<file path="src/rtl/mul_seq.sv">
// mul_seq -- sequential 8x8 shift-and-add multiplier driving an external ALU.
//
// The multiplier owns no adder or shifter; every arithmetic step is issued to
// a combinational ALU through alu_rd/alu_rs/alu_ctrl, and the ALU's answer
// comes back on alu_out in the same cycle. The result is kept modulo 256.
//
// Ports
//   clock      in   single clock, rising edge
//   reset_n    in   synchronous active-low reset
//   start      in   multiply request, sampled only while idle
//   op_a       in   [7:0] multiplicand, captured on start acceptance
//   op_b       in   [7:0] multiplier, captured on start acceptance
//   busy       out  high whenever the FSM is not idle
//   done       out  one-cycle pulse while in the DONE state
//   product    out  [7:0] registered result, held until the next DONE
//   alu_rd     out  [7:0] ALU first operand
//   alu_rs     out  [7:0] ALU second operand
//   alu_ctrl   out  [3:0] ALU op code (ADD=0000, SHL=0100, SHR=0101)
//   alu_out    in   [7:0] combinational ALU result for this cycle's request
//   state_dbg  out  [2:0] current FSM state encoding, for observation only
//
// Handshake: a request is a single-cycle start=1 while busy=0; it is taken on
// that rising edge. There is no backpressure on the result: done pulses for
// one cycle and product stays valid from then until the next completion.

module mul_seq #(
  parameter logic [3:0] NOP_CTRL = 4'b1000
) (
  input  logic       clock,
  input  logic       reset_n,
  input  logic       start,
  input  logic [7:0] op_a,
  input  logic [7:0] op_b,
  output logic       busy,
  output logic       done,
  output logic [7:0] product,
  output logic [7:0] alu_rd,
  output logic [7:0] alu_rs,
  output logic [3:0] alu_ctrl,
  input  logic [7:0] alu_out,
  output logic [2:0] state_dbg
);

  localparam logic [3:0] CTRL_ADD = 4'b0000;
  localparam logic [3:0] CTRL_SHL = 4'b0100;
  localparam logic [3:0] CTRL_SHR = 4'b0101;

  typedef enum logic [2:0] {
    S_IDLE = 3'd0,
    S_ADD  = 3'd1,
    S_SHL  = 3'd2,
    S_SHR  = 3'd3,
    S_DONE = 3'd4
  } state_t;

  state_t     state;
  logic [7:0] acc;
  logic [7:0] a;
  logic [7:0] b;

  assign state_dbg = state;

  always_ff @(posedge clock) begin
    if (!reset_n) begin
      state   <= S_IDLE;
      acc     <= 8'd0;
      a       <= 8'd0;
      b       <= 8'd0;
      product <= 8'd0;
      done    <= 1'b0;
      busy    <= 1'b0;
    end else begin
      case (state)
        S_IDLE: begin
          if (start) begin
            a    <= op_a;
            b    <= op_b;
            acc  <= 8'd0;
            busy <= 1'b1;
            if (op_b == 8'd0) begin
              // Nothing to accumulate: finish straight away with a zero result.
              state   <= S_DONE;
              product <= 8'd0;
              done    <= 1'b1;
            end else if (op_b[0]) begin
              state <= S_ADD;
            end else begin
              state <= S_SHL;
            end
          end
        end
        S_ADD: begin
          acc   <= alu_out;
          state <= S_SHL;
        end
        S_SHL: begin
          a     <= alu_out;
          state <= S_SHR;
        end
        S_SHR: begin
          b <= alu_out;
          // Decide from the freshly shifted multiplier, not the stale b.
          if (alu_out == 8'd0) begin
            state   <= S_DONE;
            product <= acc;
            done    <= 1'b1;
          end else if (alu_out[0]) begin
            state <= S_ADD;
          end else begin
            state <= S_SHL;
          end
        end
        S_DONE: begin
          state <= S_IDLE;
          done  <= 1'b0;
          busy  <= 1'b0;
        end
        default: begin
          state <= S_IDLE;
          done  <= 1'b0;
          busy  <= 1'b0;
        end
      endcase
    end
  end

  // ALU request decode: a pure function of the state and working registers.
  always_comb begin
    alu_rd   = 8'd0;
    alu_rs   = 8'd0;
    alu_ctrl = NOP_CTRL;
    case (state)
      S_ADD: begin
        alu_rd   = acc;
        alu_rs   = a;
        alu_ctrl = CTRL_ADD;
      end
      S_SHL: begin
        alu_rd   = a;
        alu_rs   = 8'd1;
        alu_ctrl = CTRL_SHL;
      end
      S_SHR: begin
        alu_rd   = b;
        alu_rs   = 8'd1;
        alu_ctrl = CTRL_SHR;
      end
      default: begin
        alu_rd   = 8'd0;
        alu_rs   = 8'd0;
        alu_ctrl = NOP_CTRL;
      end
    endcase
  end

endmodule

</file>
<file path="config.mk">
export PLATFORM = sky130hd
export DESIGN_NAME = mul_seq
export DESIGN_NICKNAME = d
export VERILOG_FILES = /design/src/rtl/mul_seq.sv
export SDC_FILE = /design/constraint.sdc
export NUM_CORES = 1
export LEC_CHECK = 0
export ABC_AREA = 1
export BUFFER_PORTS_ARGS = -buffer_cell sky130_fd_sc_hd__buf_2
export CORE_MARGIN = 5
export CORE_UTILIZATION = 25
export DETAILED_ROUTE_END_ITERATION = 6
export GPL_TIMING_DRIVEN = 0
export MAX_ROUTING_LAYER = met4
export PLACE_DENSITY_LB_ADDON = 0.3
export REMOVE_ABC_BUFFERS = 1
export SYNTH_ARGS = -nofsm -noshare
export SYNTH_HDL_FRONTEND = slang
export SYNTH_SLANG_ARGS = --single-unit
</file>
<file path="constraint.sdc">
create_clock -name clock -period 2.3 [get_ports clock]
set_input_delay 0.23 -clock clock [delete_from_list [all_inputs] [get_ports clock]]
set_output_delay 0.23 -clock clock [all_outputs]
set_load 0.02 [all_outputs]
</file>
==> impl_metrics.ini <==
[clock_network]
cts.hold.buffers_added = 0
post-cts-setup-buffers = 0
cts_htree_levels = 2
cts_tree = built
cts_buffer_depth = 2
cts_inserted_buffers = 5
cts_root_buf = clkbuf_8
clk_pin_slew_ns = 0.08
cts.sinks = 37
insertion_delay_ns = 0.30

[logic_synthesis]
syn_area_per_cell_um2 = 6.54
synth-warning-count = 0
yosysTopAreaCellShare_pct = 37.8
yosys-top-cells-area = dfxtp_1 (38%), nand2_1 (15%), nor2_1 (9.6%), o21ai_0 (8.2%), a21oi_1 (6.1%)
seq_area_frac_synth_pct = 37.8
synth_seq_cells = 37
yosysTopAreaCell = dfxtp_1
synthCells = 300
synth_cell_type_count = 27
synth_area_mm2 = 0.00196

[global_route]
grt_overflow = 0
antenna_found_initial = 0
grt_pass1_wl_mm = 9.73
grt_start_max_net_pins = 28
gr-usage-all-layers_pct = 12.8
grt_pass1_vias = 2015

[route]
first_pass_iters = 4
drt_iter0_drc = 61
drt_wl_total_mm = 5.75
wl_per_cell_um = 12.7
ant_nets = 0
drc_errors = 0
num_vias = 1964
via_per_inst = 4.33

[worst_setup_path]
cp_slowest_stage_delay_ns = 0.50
ff2ff_setup_slack_ns = 0.41
cp_max_fo = 20
worstPathCellList = nand3_4 -> inv_2 -> nand2_1 -> o211ai_1 -> buf_2
r2r_cells = 8
required_ns = 2.07
critPathArrivalTime_ns = 1.85
reg2reg_to = product[7]$_SDFFE_PN0P_
crit_family = buffers and inverters
crit_type = flip-flop to output pin
r2r_start = state_dbg[1]$_SDFFE_PN0N_
end_kind = output pin
cp_num_buf_inv = 2
crit_slowest_cell = dfxtp_1
start_kind = flip-flop

[placement]
gp_congestion = 0.777
portBuffers = 58
dp_hpwl_mm = 4.22

[sta]
finalHoldViolations = 0
fin_skew_ns = 0.0123
maxSlewViolCount = 0
max_freq_mhz = 481
fin_hold_ws_ns = 0.208
rsz0062_at_grt = no
min_period_ns = 2.08
fin_crit_sh_pct = 90.3
tns_ns = 0
setup_violations = 0

[min_path]
worstHoldEndpoint = acc[6]$_SDFFE_PN0P_
hold-path-cell-count = 3
holdCritStartpoint = alu_out[6]
hp-class = primary input to flip-flop

[power_and_ir_drop]
power.density_mw_per_mm2 = 696
p_leak_nw = 1.11
irDropWorstVdd_uv = 234
power_mw = 1.66

[finish]
final_common_cell = nand2_1
final_cell_mix = nand2_1 (76), buf_2 (58), nor2_1 (50)
diodes = 0
multi_input_area_mm2 = 0.00101
fill_cells = 920
drive_above_1_share_pct = 23.9
fin_util_pct = 31.1
layout.nets = 378
syn_to_final_growth_pct = 21.8
seq_area_um2 = 741

[floorplan]
dieHeight_um = 98.6
die-area_mm2 = 0.00972
core_mm2 = 0.00769
start_util_pct = 25.5
die_x_um = 98.6
num_rows = 32
io_pins = 60

[job]
cap_violations = 0

[run_status]
status = complete, no violations
[registers in the layout, indices dropped and copies added, names as in the netlist]
register / count
a: 8
acc: 8
b: 8
busy: 1
done: 1
product: 8
state_dbg: 3
[cell type report]
| type | instances | share of cell area [%] |
|---|---|---|
| multi-input cells | 215 | 42.4 |
| flip-flops and latches | 37 | 31.0 |
| repair buffers | 58 | 12.1 |
| inverters | 34 | 5.45 |
| well taps | 102 | 5.34 |
| clock buffers | 6 | 3.04 |
| clock inverters | 2 | 0.628 |
[routing by layer]
metal	vias to the layer above	track usage (%)	wire length, um	part of all wire, %
li1	1052	-	-	-
met1	866	16.6	2760	48
met2	42	20.0	2700	47
met3	4	3.11	246	4.3
met4	0	3.47	44	0.77
met5	-	-	0	0
[tightest hold or removal path: cells and delay by family]
family / cells / cell delay, ns
AOI/OAI and AO/OA: 1 / 0.06
buffers and inverters: 1 / 0.12
and+or+nand+nor: 1 / 0.06
[report_power, final]
| group | switching (mW) | total, mW | internal [mW] | leakage (nW) |
|---|---|---|---|---|
| clock network | 0.245 | 0.459 | 0.214 | 0.0374 |
| registers | 0.0335 | 0.743 | 0.709 | 0.303 |
| logic | 0.320 | 0.462 | 0.142 | 0.767 |
| total | 0.599 | 1.66 | 1.06 | 1.11 |
[worst max-delay path by stage]
| stage | from | to | slack (ns) | cells after the start |
|---|---|---|---|---|
| global placement | state_dbg[1]$_SDFFE_PN0N_ | alu_rd[5] | 0.34 | 6 |
| global route | state_dbg[1]$_SDFFE_PN0N_ | alu_rd[6] | 0.02 | 5 |
| finish | state_dbg[1]$_SDFFE_PN0N_ | alu_rd[0] | 0.22 | 5 |
| CTS | state_dbg[1]$_SDFFE_PN0N_ | alu_rd[5] | 0.07 | 6 |
| floorplan | state_dbg[1]$_SDFFE_PN0N_ | product[7]$_SDFFE_PN0P_ | 0.62 | 7 |
| detailed placement | state_dbg[1]$_SDFFE_PN0N_ | acc[7]$_SDFFE_PN0P_ | 0.31 | 6 |
[synth_stat cells, drive strengths merged]
master	count
nand2	79
nor2	55
dfxtp	37
o21ai	35
inv	33
a21oi	24
buf	11
nand3	10
o211ai	7
clkbuf	3
clkinv	1
conb	1
nand3b	1
o21ba	1
o221ai	1
o22ai	1
[stage by stage]
stage	instance area [um2]	instances	setup WS [ns]
5_1_grt	2390	454	0.0238
4_1_cts	2380	454	0.0686
6_report	2390	454	0.223
3_3_place_gp	2290	446	0.337
3_5_place_dp	2290	446	0.306
2_1_floorplan	1870	286	0.622
[cells by family (layout without fill, tap and decap cells)]
group,Yosys count,after routing,share of synthesized area (%)
AOI/OAI and AO/OA,69,69,19.6
and+or+nand+nor,145,145,31.4
other,1,1,0.191
DFF,37,37,37.8
buffers and inverters,48,100,11.1
[repair_timing]
action | CTS | global route
gates cloned | 0 | 0
endpoints found under the setup margin | 1 | 7
resized for setup | 1 | 2
Power figures use the tool's default switching activity.
